--- src/rtl/oam_dma_if.sv ---
// Bundle of CPU-side and memory-side signals for the OAM DMA engine.
// The slave modport is the DMA block's view; the master modport is the
// surrounding system (CPU + memory) that drives the requests and read data.
interface oam_dma_if;
    logic [15:0] cpu_addr;
    logic [7:0]  cpu_wdata;
    logic        cpu_wen;
    logic        rdy;
    logic        dma_active;
    logic [15:0] bus_addr;
    logic        bus_ren;
    logic        bus_wen;
    logic [7:0]  bus_wdata;
    logic [7:0]  bus_rdata;
    logic        done;

    modport slave (
        input  cpu_addr, cpu_wdata, cpu_wen, bus_rdata,
        output rdy, dma_active, bus_addr, bus_ren, bus_wen, bus_wdata, done
    );

    modport master (
        output cpu_addr, cpu_wdata, cpu_wen, bus_rdata,
        input  rdy, dma_active, bus_addr, bus_ren, bus_wen, bus_wdata, done
    );
endinterface

--- src/rtl/oam_dma.sv ---
// OAM DMA engine: a CPU write of a page number to $4014 halts the CPU and
// copies 256 bytes from {page,00..FF} to the OAM data port at $2004.
// Reads and writes alternate on the bus; a one-cycle alignment slot is
// inserted when the transfer would otherwise start on an odd cycle.
module oam_dma (
    input  logic       clk,
    input  logic       rst,
    oam_dma_if.slave   bus
);
    typedef enum logic [2:0] {
        IDLE  = 3'd0,
        HALT  = 3'd1,
        ALIGN = 3'd2,
        READ  = 3'd3,
        WRITE = 3'd4,
        DONE  = 3'd5
    } state_t;

    localparam logic [15:0] OAM_DMA_REG = 16'h4014;
    localparam logic [15:0] OAM_DATA    = 16'h2004;

    state_t      r_state;
    logic        r_p;
    logic [7:0]  r_page;
    logic [7:0]  r_idx;
    logic        r_rdy;
    logic        r_active;
    logic [15:0] r_addr;
    logic        r_ren;
    logic        r_wen;
    logic        r_done;

    logic        w_trigger;
    logic [7:0]  w_idx_next;

    assign w_trigger  = bus.cpu_wen && (bus.cpu_addr == OAM_DMA_REG);
    assign w_idx_next = r_idx + 8'd1;

    // Cycle parity: the read slot must land on a cycle where p is 0.
    always_ff @(posedge clk or posedge rst) begin
        if (rst) r_p <= 1'b0;
        else     r_p <= ~r_p;
    end

    // Transfer sequencer with registered bus/handshake outputs.
    always_ff @(posedge clk or posedge rst) begin
        if (rst) begin
            r_state  <= IDLE;
            r_page   <= 8'h00;
            r_idx    <= 8'h00;
            r_rdy    <= 1'b1;
            r_active <= 1'b0;
            r_addr   <= 16'h0000;
            r_ren    <= 1'b0;
            r_wen    <= 1'b0;
            r_done   <= 1'b0;
        end else begin
            case (r_state)
                IDLE: begin
                    if (w_trigger) begin
                        r_page  <= bus.cpu_wdata;
                        r_idx   <= 8'h00;
                        r_rdy   <= 1'b0;
                        r_state <= HALT;
                    end
                end
                HALT: begin
                    // p flips on this edge, so p=1 now means the next cycle is even.
                    if (r_p) begin
                        r_state  <= READ;
                        r_active <= 1'b1;
                        r_ren    <= 1'b1;
                        r_addr   <= {r_page, r_idx};
                    end else begin
                        r_state  <= ALIGN;
                    end
                end
                ALIGN: begin
                    r_state  <= READ;
                    r_active <= 1'b1;
                    r_ren    <= 1'b1;
                    r_addr   <= {r_page, r_idx};
                end
                READ: begin
                    r_state <= WRITE;
                    r_ren   <= 1'b0;
                    r_wen   <= 1'b1;
                    r_addr  <= OAM_DATA;
                end
                WRITE: begin
                    r_idx <= w_idx_next;
                    r_wen <= 1'b0;
                    if (r_idx == 8'hFF) begin
                        // Index is 8 bits only, so the page never increments.
                        r_state  <= DONE;
                        r_active <= 1'b0;
                        r_addr   <= 16'h0000;
                        r_rdy    <= 1'b1;
                        r_done   <= 1'b1;
                    end else begin
                        r_state  <= READ;
                        r_ren    <= 1'b1;
                        r_addr   <= {r_page, w_idx_next};
                    end
                end
                DONE: begin
                    // Any $4014 write seen here is dropped on purpose.
                    r_state <= IDLE;
                    r_done  <= 1'b0;
                end
                default: begin
                    r_state  <= IDLE;
                    r_rdy    <= 1'b1;
                    r_active <= 1'b0;
                    r_addr   <= 16'h0000;
                    r_ren    <= 1'b0;
                    r_wen    <= 1'b0;
                    r_done   <= 1'b0;
                end
            endcase
        end
    end

    assign bus.rdy        = r_rdy;
    assign bus.dma_active = r_active;
    assign bus.bus_addr   = r_addr;
    assign bus.bus_ren    = r_ren;
    assign bus.bus_wen    = r_wen;
    assign bus.done       = r_done;
    // Memory returns data in the cycle after the read, i.e. during WRITE.
    assign bus.bus_wdata  = r_wen ? bus.bus_rdata : 8'h00;
endmodule
--- src/flat_wrapper.sv ---
// flat-port wrapper written by rule: the top's interface ports become plain ports
module oam_dma_flat 
  (clk, rst, bus_cpu_addr, bus_cpu_wdata, bus_cpu_wen, bus_bus_rdata, bus_rdy, bus_dma_active, bus_bus_addr, bus_bus_ren, bus_bus_wen, bus_bus_wdata, bus_done);
  oam_dma_if bus_i ();
  input  logic clk;
  input  logic rst;
  input wire logic [$bits(bus_i.cpu_addr)-1:0] bus_cpu_addr;
  input wire logic [$bits(bus_i.cpu_wdata)-1:0] bus_cpu_wdata;
  input wire logic [$bits(bus_i.cpu_wen)-1:0] bus_cpu_wen;
  input wire logic [$bits(bus_i.bus_rdata)-1:0] bus_bus_rdata;
  output wire logic [$bits(bus_i.rdy)-1:0] bus_rdy;
  output wire logic [$bits(bus_i.dma_active)-1:0] bus_dma_active;
  output wire logic [$bits(bus_i.bus_addr)-1:0] bus_bus_addr;
  output wire logic [$bits(bus_i.bus_ren)-1:0] bus_bus_ren;
  output wire logic [$bits(bus_i.bus_wen)-1:0] bus_bus_wen;
  output wire logic [$bits(bus_i.bus_wdata)-1:0] bus_bus_wdata;
  output wire logic [$bits(bus_i.done)-1:0] bus_done;
  assign bus_i.cpu_addr = bus_cpu_addr;
  assign bus_i.cpu_wdata = bus_cpu_wdata;
  assign bus_i.cpu_wen = bus_cpu_wen;
  assign bus_i.bus_rdata = bus_bus_rdata;
  assign bus_rdy = bus_i.rdy;
  assign bus_dma_active = bus_i.dma_active;
  assign bus_bus_addr = bus_i.bus_addr;
  assign bus_bus_ren = bus_i.bus_ren;
  assign bus_bus_wen = bus_i.bus_wen;
  assign bus_bus_wdata = bus_i.bus_wdata;
  assign bus_done = bus_i.done;
  oam_dma u_core (.clk(clk), .rst(rst), .bus(bus_i));
endmodule
--- config.mk ---
export PLATFORM = sky130hd
export DESIGN_NAME = oam_dma_flat
export DESIGN_NICKNAME = d
export VERILOG_FILES = /design/src/rtl/oam_dma_if.sv /design/src/rtl/oam_dma.sv /design/src/flat_wrapper.sv
export SDC_FILE = /design/constraint.sdc
export NUM_CORES = 1
export LEC_CHECK = 0
export BUFFER_PORTS_ARGS = -buffer_cell sky130_fd_sc_hd__buf_2
export CELL_PAD_IN_SITES_DETAIL_PLACEMENT = 1
export CELL_PAD_IN_SITES_GLOBAL_PLACEMENT = 2
export CORE_MARGIN = 2
export CORE_UTILIZATION = 32
export CTS_BUF_LIST = sky130_fd_sc_hd__clkbuf_2 sky130_fd_sc_hd__clkbuf_4 sky130_fd_sc_hd__clkbuf_8
export DETAILED_ROUTE_END_ITERATION = 8
export PLACE_DENSITY = 0.91
export SYNTH_ARGS = -nofsm -noshare
export SYNTH_HDL_FRONTEND = slang
export SYNTH_SLANG_ARGS = --single-unit
--- constraint.sdc ---
create_clock -name clk -period 2.3 [get_ports clk]
set_input_delay 0.23 -clock clk [delete_from_list [all_inputs] [get_ports clk]]
set_output_delay 0.23 -clock clk [all_outputs]
set_load 0.1 [all_outputs]
==> impl_metrics.sql, run 1 <==
INSERT INTO impl_metrics (metric_group, metric, value, unit) VALUES
('status', 'run_status', 'complete, no violations', ''),
('sta', 'timing.final.max_slew_violations', '0', ''),
('sta', 'maxClockFrequency', '0.490', 'GHz'),
('synthesis', 'mappedNetlistArea', '2000', 'µm²'),
('final_layout', 'mostFrequentLayoutCell', 'sky130_fd_sc_hd__buf_2', ''),
('placement', 'gp_routability_congestion', '0.746', ''),
('final_layout', 'final_cell_count_no_fill', '336', ''),
('worst_setup_path', 'critical_path.max_fanout', '14', ''),
('worst_setup_path', 'worstPathRequired', '2.48', 'ns'),
('global_routing', 'grt_start_max_net_pins', '42', ''),
('floorplan', 'floorplan.initialDensity', '0.334', ''),
('cts', 'longest_clk_path_bufs', '2', ''),
('drt', 'wl_per_cell', '16.0', 'µm'),
('placement', 'placed_standard_cell_area', '2430', 'µm²'),
('placement', 'placed_cells_incl_taps', '328', ''),
('worst_setup_path', 'rr_endpoint', 'u_core.r_page[6]', ''),
('drt', 'postRouteAntennaNets', '0', ''),
('global_routing', 'groute.usage.overall', '0.162', ''),
('floorplan', 'core.rowCount', '28', ''),
('worst_setup_path', 'critPathKind', 'reg2reg', ''),
('global_routing', 'global_route.overflow_total', '0', ''),
('final_layout', 'share_of_cells_above_drive_strength_1', '0.379', ''),
('global_routing', 'first_global_vias', '1880', ''),
('worst_setup_path', 'r2r.worst_path.cells', '4', ''),
('global_routing', 'grt_first_pass_wirelength', '9050', 'µm'),
('sta', 'finalCriticalPeriod', '2.04', 'ns'),
('cts', 'ctsHoldBuffers', '0', ''),
('sta', 'holdWs', '0.0514', 'ns'),
('final_layout', 'area.growth.synth_to_final', '27.5', '%'),
('drt', 'drt_iter0_markers', '93', ''),
('placement', 'io_buffer_count', '63', ''),
('worst_setup_path', 'sort_of_element_at_the_start_of_the_critical_path', 'flip-flop', ''),
('cts', 'clk_pin_slew', '0.08', 'ns'),
('cts', 'cts_repair_resize_count', '0', ''),
('synthesis', 'ys.warnings.count', '0', ''),
('worst_setup_path', 'endpoint', 'u_core.r_page[6]', ''),
('drt', 'wirelength', '5370', 'µm'),
('drt', 'dr_total_vias', '1758', ''),
('sta', 'worst_slew_margin_rel', '0.645', ''),
('synthesis', 'ys_ff_latch', '41', ''),
('sta', 'fin_crit_sh', '0.887', ''),
('drt', 'drt_drc_violations_left', '0', ''),
('drt', 'drt_pre_antenna_iters', '4', ''),
('synthesis', 'synth_area_leader_cell', 'sky130_fd_sc_hd__dfrtp_1', ''),
('worst_setup_path', 'worst-r2r-setup-slack', '0.26', 'ns'),
('synthesis', 'postSynthAreaPerCell', '10.5', 'µm²'),
('cts', 'cts_setup_buffers', '0', ''),
('synthesis', 'synth_async_sr_flop_share', '1.00', ''),
('synthesis', 'synthCells', '190', ''),
('sta', 'tightest_slew', '0.533', 'ns'),
('synthesis', 'yosys-top-cells-area', 'sky130_fd_sc_hd__dfrtp_1, sky130_fd_sc_hd__mux2_2, sky130_fd_sc_hd__a22o_1', ''),
('worst_setup_path', 'startpoint', 'u_core.r_state[0]', ''),
('sta', 'rsz_0062_raised_after_global_routing', 'false', ''),
('sta', 'fin_skew', '0.00779', 'ns'),
('final_layout', 'most-common-layout-cells', 'sky130_fd_sc_hd__buf_2, sky130_fd_sc_hd__dfrtp_1, sky130_fd_sc_hd__nand2_1', ''),
('drt', 'post_drt_via_cell_ratio', '5.23', ''),
('worst_setup_path', 'critical_r2r_launch', 'u_core.r_state[0]', ''),
('sta', 'hold_violation_total_from_the_final_report', '0', ''),
('floorplan', 'dieHeight', '83.1', 'µm'),
('power', 'largest_voltage_drop_on_the_vdd_net', '0.206', 'mV'),
('floorplan', 'fp.coreArea', '5990', 'µm²'),
('cts', 'root_buffer', 'sky130_fd_sc_hd__clkbuf_8', ''),
('synthesis', 'synth_nets', '226', ''),
('min_path', 'hold_path_class', 'in2async', ''),
('worst_setup_path', 'cp_capture_type', 'flip-flop', ''),
('cts', 'h-tree-depth', '2', ''),
('worst_setup_path', 'cp.arrival', '2.23', 'ns'),
('final_layout', 'net_count_of_the_finished_layout', '296', ''),
('floorplan', 'die_area', '6900', 'µm²'),
('final_layout', 'insertedDiodeCount', '0', ''),
('power', 'power.density', '567', 'nW/µm²');
## state kept, by name (all words and copies together) (netlist names)
name,cells
u_core.bus.done,1
u_core.r_idx,8
u_core.r_state,3
u_core.bus.bus_addr,16
u_core.r_page,8
u_core.bus.dma_active,1
u_core.bus.bus_ren,1
u_core.bus.rdy,1
u_core.bus.bus_wen,1
u_core.r_p,1
## where the power goes
group	internal [mW]	total, mW	switching [mW]	leakage, nW
Combinational	0.0315	0.112	0.0803	0.672
Clock	0.353	0.616	0.263	0.0574
Sequential	0.720	0.720	0	0.525
## cells by family after synthesis
logic type	Yosys count	synth area share
simple gates	70	0.205
compound gates	51	0.179
flops	41	0.513
buf+inv	15	0.0313
mux	11	0.0606
xor+xnor	1	0.00438
fa+ha+maj	1	0.00625
## stage by stage
stage                     utilization  setup slack [ns]  power, mW
after floorplan                     -             0.222      0.808
after global placement          0.406             0.251      0.847
after detailed placement        0.406             0.271      0.849
after CTS                       0.426             0.255       1.47
after global routing            0.426             0.127       1.50
final                           0.426             0.260       1.45
## layout make-up
class                           count  area, µm²
Fill cell                         710       3440
Sequential cell                    41       1030
Multi-Input combinational cell    134        912
Timing Repair Buffer               70        368
Tap cell                           75       93.8
Clock buffer                        6       82.6
Clock inverter                      2       37.5
Inverter                            8       31.3
## routing by layer
layer	global-route usage	wire length (µm)	vias to the layer above
li1	-	-	831
met1	0.196	2400	888
met2	0.287	2720	35
met3	0.0268	167	4
met4	0.0671	80	0
met5	0	0	-
## synth_stat cells (all sizes together), types with 3 or more instances
cell and count:
and2 8, nand2b 4, nor2 12, nand2 14, o22ai 3, nand3 6
dfrtp 40, mux2 9, a221o 5, a22o 7, a31oi 3, nor2b 7
buf 5, a21oi 8, or3 3, nor4 3, o21ai 12, o211ai 3
inv 7
## worst max-delay path, cell delays in order, from the launching register on
cell and delay, ns:
sky130_fd_sc_hd__dfrtp_1 0.53, sky130_fd_sc_hd__nor2_1 0.42, sky130_fd_sc_hd__nand3_1 0.27, sky130_fd_sc_hd__nor2_4 0.32, sky130_fd_sc_hd__mux2_2 0.37
## worst min-delay path by stage
stage                          start                 endpoint  slack, ns  cells past startpoint
floorplan           bus_cpu_wdata[0]         u_core.r_page[0]       0.38                      1
global placement                 rst  u_core.bus.bus_addr[14]       0.39                      3
detailed placement               rst          u_core.bus.done       0.40                      3
CTS                              rst          u_core.r_idx[6]       0.06                      3
global route                     rst    u_core.bus.dma_active        0.1                      3
finish                           rst    u_core.bus.dma_active       0.05                      3
Note: power is estimated with default switching activity, not from simulation.
==> run 2: changes to the inputs <==
CORE_UTILIZATION = 34   (was 32)
PLACE_DENSITY = 0.95   (was 0.91)
clock period = 2.5 ns   (was 2.3 ns; I/O delays follow)
==> impl_metrics.sql, run 2 (synthesis results as in run 1) <==
INSERT INTO impl_metrics (metric_group, metric, value, unit) VALUES
('global_routing', 'global_route.overflow_total', '0', ''),
('sta', 'fin_crit_sh', '0.799', ''),
('sta', 'hold_violation_total_from_the_final_report', '0', ''),
('floorplan', 'floorplan.initialDensity', '0.357', ''),
('placement', 'placed_cells_incl_taps', '323', ''),
('final_layout', 'net_count_of_the_finished_layout', '294', ''),
('cts', 'numCtsBuffers', '5', ''),
('drt', 'drt_drc_violations_left', '0', ''),
('sta', 'worst_slew_margin_rel', '0.597', ''),
('global_routing', 'grt_first_pass_wirelength', '8900', 'µm'),
('worst_setup_path', 'sort_of_element_at_the_start_of_the_critical_path', 'flip-flop', ''),
('final_layout', 'mostFrequentLayoutCell', 'sky130_fd_sc_hd__buf_2', ''),
('final_layout', 'most-common-layout-cells', 'sky130_fd_sc_hd__buf_2, sky130_fd_sc_hd__dfrtp_1, sky130_fd_sc_hd__nand2_1', ''),
('status', 'run_status', 'complete, no violations', ''),
('floorplan', 'die_area', '6520', 'µm²'),
('sta', 'tightest_slew', '0.605', 'ns'),
('cts', 'ctsHoldBuffers', '0', ''),
('global_routing', 'groute.usage.overall', '0.178', ''),
('power', 'power_switching', '0.310', 'mW'),
('drt', 'postRouteAntennaNets', '0', ''),
('final_layout', 'share_of_cells_above_drive_strength_1', '0.372', ''),
('worst_setup_path', 'worst_path_dominant_cell_family', 'simple AND/OR/NAND/NOR gates', ''),
('drt', 'drt_pre_antenna_iters', '4', ''),
('cts', 'clk_pin_slew', '0.08', 'ns'),
('cts', 'root_buffer', 'sky130_fd_sc_hd__clkbuf_8', ''),
('global_routing', 'first_global_vias', '1805', ''),
('cts', 'h-tree-depth', '2', ''),
('worst_setup_path', 'critical-path-slowest-cell', 'sky130_fd_sc_hd__dfrtp_1', ''),
('power', 'largest_voltage_drop_on_the_vdd_net', '0.234', 'mV'),
('drt', 'wirelength', '5250', 'µm'),
('worst_setup_path', 'critPathMaxStageDelay', '0.61', 'ns'),
('floorplan', 'die_width', '80.7', 'µm'),
('final_layout', 'insertedDiodeCount', '0', ''),
('sta', 'timing.final.max_slew_violations', '0', ''),
('sta', 'totalNegativeSetupSlack', '0', 'ns'),
('global_routing', 'antenna_found_initial', '0', ''),
('sta', 'fin_skew', '0.00491', 'ns'),
('cts', 'cts.sinks', '41', ''),
('worst_setup_path', 'cp.arrival', '2.18', 'ns'),
('placement', 'placed_standard_cell_area', '2410', 'µm²'),
('drt', 'wl_per_cell', '15.9', 'µm'),
('final_layout', 'area.growth.synth_to_final', '25.7', '%'),
('power', 'p_sw_frac', '0.240', ''),
('power', 'design_internal_power', '0.982', 'mW'),
('drt', 'post_drt_via_cell_ratio', '5.25', ''),
('min_path', 'hold_path_class', 'in2async', ''),
('drt', 'dr_total_vias', '1733', ''),
('floorplan', 'dieHeight', '80.7', 'µm'),
('floorplan', 'core.rowCount', '27', ''),
('final_layout', 'final_cell_count_no_fill', '330', ''),
('final_layout', 'largest_register_ffs', '16', ''),
('worst_setup_path', 'critPathKind', 'reg2reg', ''),
('worst_setup_path', 'critical_path_buf_inv_count', '0', ''),
('power', 'seq_power_share', '0.513', ''),
('worst_setup_path', 'cp_capture_type', 'flip-flop', ''),
('power', 'p_leak', '1.24', 'nW'),
('final_layout', 'fin_area', '2520', 'µm²'),
('cts', 'longest_clk_path_bufs', '2', ''),
('sta', 'maxClockFrequency', '0.501', 'GHz'),
('placement', 'dp_worst_setup_slack', '0.504', 'ns'),
('cts', 'cts_repair_resize_count', '0', ''),
('worst_setup_path', 'critical_path.max_fanout', '19', ''),
('sta', 'final_setup_violation_count', '0', ''),
('power', 'clock_power_share', '0.408', ''),
('sta', 'finalCriticalPeriod', '2.00', 'ns'),
('drt', 'drt_iter0_markers', '53', ''),
('sta', 'post-route-worst-setup-slack', '0.503', 'ns'),
('floorplan', 'fp.coreArea', '5610', 'µm²'),
('floorplan', 'total_i_o_pin_count', '64', ''),
('cts', 'worst_skew_pair.late_latency', '0.30', 'ns'),
('sta', 'rsz_0062_raised_after_global_routing', 'false', ''),
('cts', 'tritoncts', 'done', ''),
('global_routing', 'grt_start_max_net_pins', '42', ''),
('job', 'max_cap_violations', '0', ''),
('power', 'comb_power_share', '0.080', ''),
('worst_setup_path', 'timing.critical_path.cells', 'nor4b_2 > nand3_1 > nor2_4 > mux2_2', ''),
('placement', 'gp_routability_congestion', '0.756', ''),
('placement', 'io_buffer_count', '63', ''),
('worst_setup_path', 'worstPathRequired', '2.68', 'ns'),
('placement', 'detailedPlacementHpwl', '3870', 'µm'),
('power', 'power.density', '513', 'nW/µm²'),
('cts', 'cts_setup_buffers', '0', '');
==> run 2: changes by cell type in the layout (fill, tap and decap cells not counted) <==
| cell | delta |
|---|---|
| sky130_fd_sc_hd__clkinv_2 | +1 |
| sky130_fd_sc_hd__clkinvlp_4 | -1 |
| sky130_fd_sc_hd__buf_4 | -2 |
| sky130_fd_sc_hd__clkbuf_8 | -1 |
==> run 2: power groups by stage <==
stage	Sequential (mW)	Combinational, mW	Clock [mW]
final	0.663	0.103	0.527
after global routing	0.663	0.111	0.562
after CTS	0.663	0.105	0.535
after detailed placement	0.676	0.105	0
after global placement	0.676	0.103	0
after floorplan	0.676	0.0673	0
==> run 2: cell type report <==
cell class	count	area, µm²
well taps	72	90.1
inverters	8	31.3
flip-flops and latches	41	1030
multi-input cells	134	912
repair buffers	68	353
fillers	657	3090
clock inverters	2	35.0
clock buffers	5	68.8
==> run 2: worst register-to-register path, stage by stage, from the launching register on <==
cell	delay [ns]
sky130_fd_sc_hd__dfrtp_1	0.61
sky130_fd_sc_hd__nor4b_2	0.35
sky130_fd_sc_hd__nand3_1	0.21
sky130_fd_sc_hd__nor2_4	0.33
sky130_fd_sc_hd__mux2_2	0.39
==> run 2: metal layers <==
metal	wire, µm	vias to the layer above	share of wire	track usage
li1	-	827	-	-
met1	2320	860	0.44	0.233
met2	2650	39	0.50	0.299
met3	208	7	0.040	0.0333
met4	82	0	0.016	0.0542
met5	0	-	0	0
==> run 2: path summary, 6_finish.rpt <==
check | slack, ns | to | from | depth (start not counted)
worst max-delay path | 0.50 | u_core.r_page[2] | u_core.r_state[2] | 4
worst min-delay path | 0.07 | u_core.bus.bus_addr[10] | rst | 3
worst max register to register | 0.50 | u_core.r_page[2] | u_core.r_state[2] | 4
worst min register to register | 0.49 | u_core.bus.bus_addr[0] | u_core.bus.bus_addr[0] | 1
max in group asynchronous | 2.06 | u_core.bus.rdy | rst | 3
min in group clk | 0.18 | u_core.r_page[1] | bus_cpu_wdata[1] | 2
==> run 2: metrics by stage <==
| step | power (mW) | util | hold slack, ns |
|---|---|---|---|
| 4_1_cts | 1.30 | 0.449 | 0.0955 |
| 2_1_floorplan | 0.743 | - | 0.402 |
| 3_3_place_gp | 0.779 | 0.430 | 0.405 |
| 5_1_grt | 1.34 | 0.449 | 0.127 |
| 6_report | 1.29 | 0.449 | 0.0698 |
| 3_5_place_dp | 0.781 | 0.430 | 0.416 |
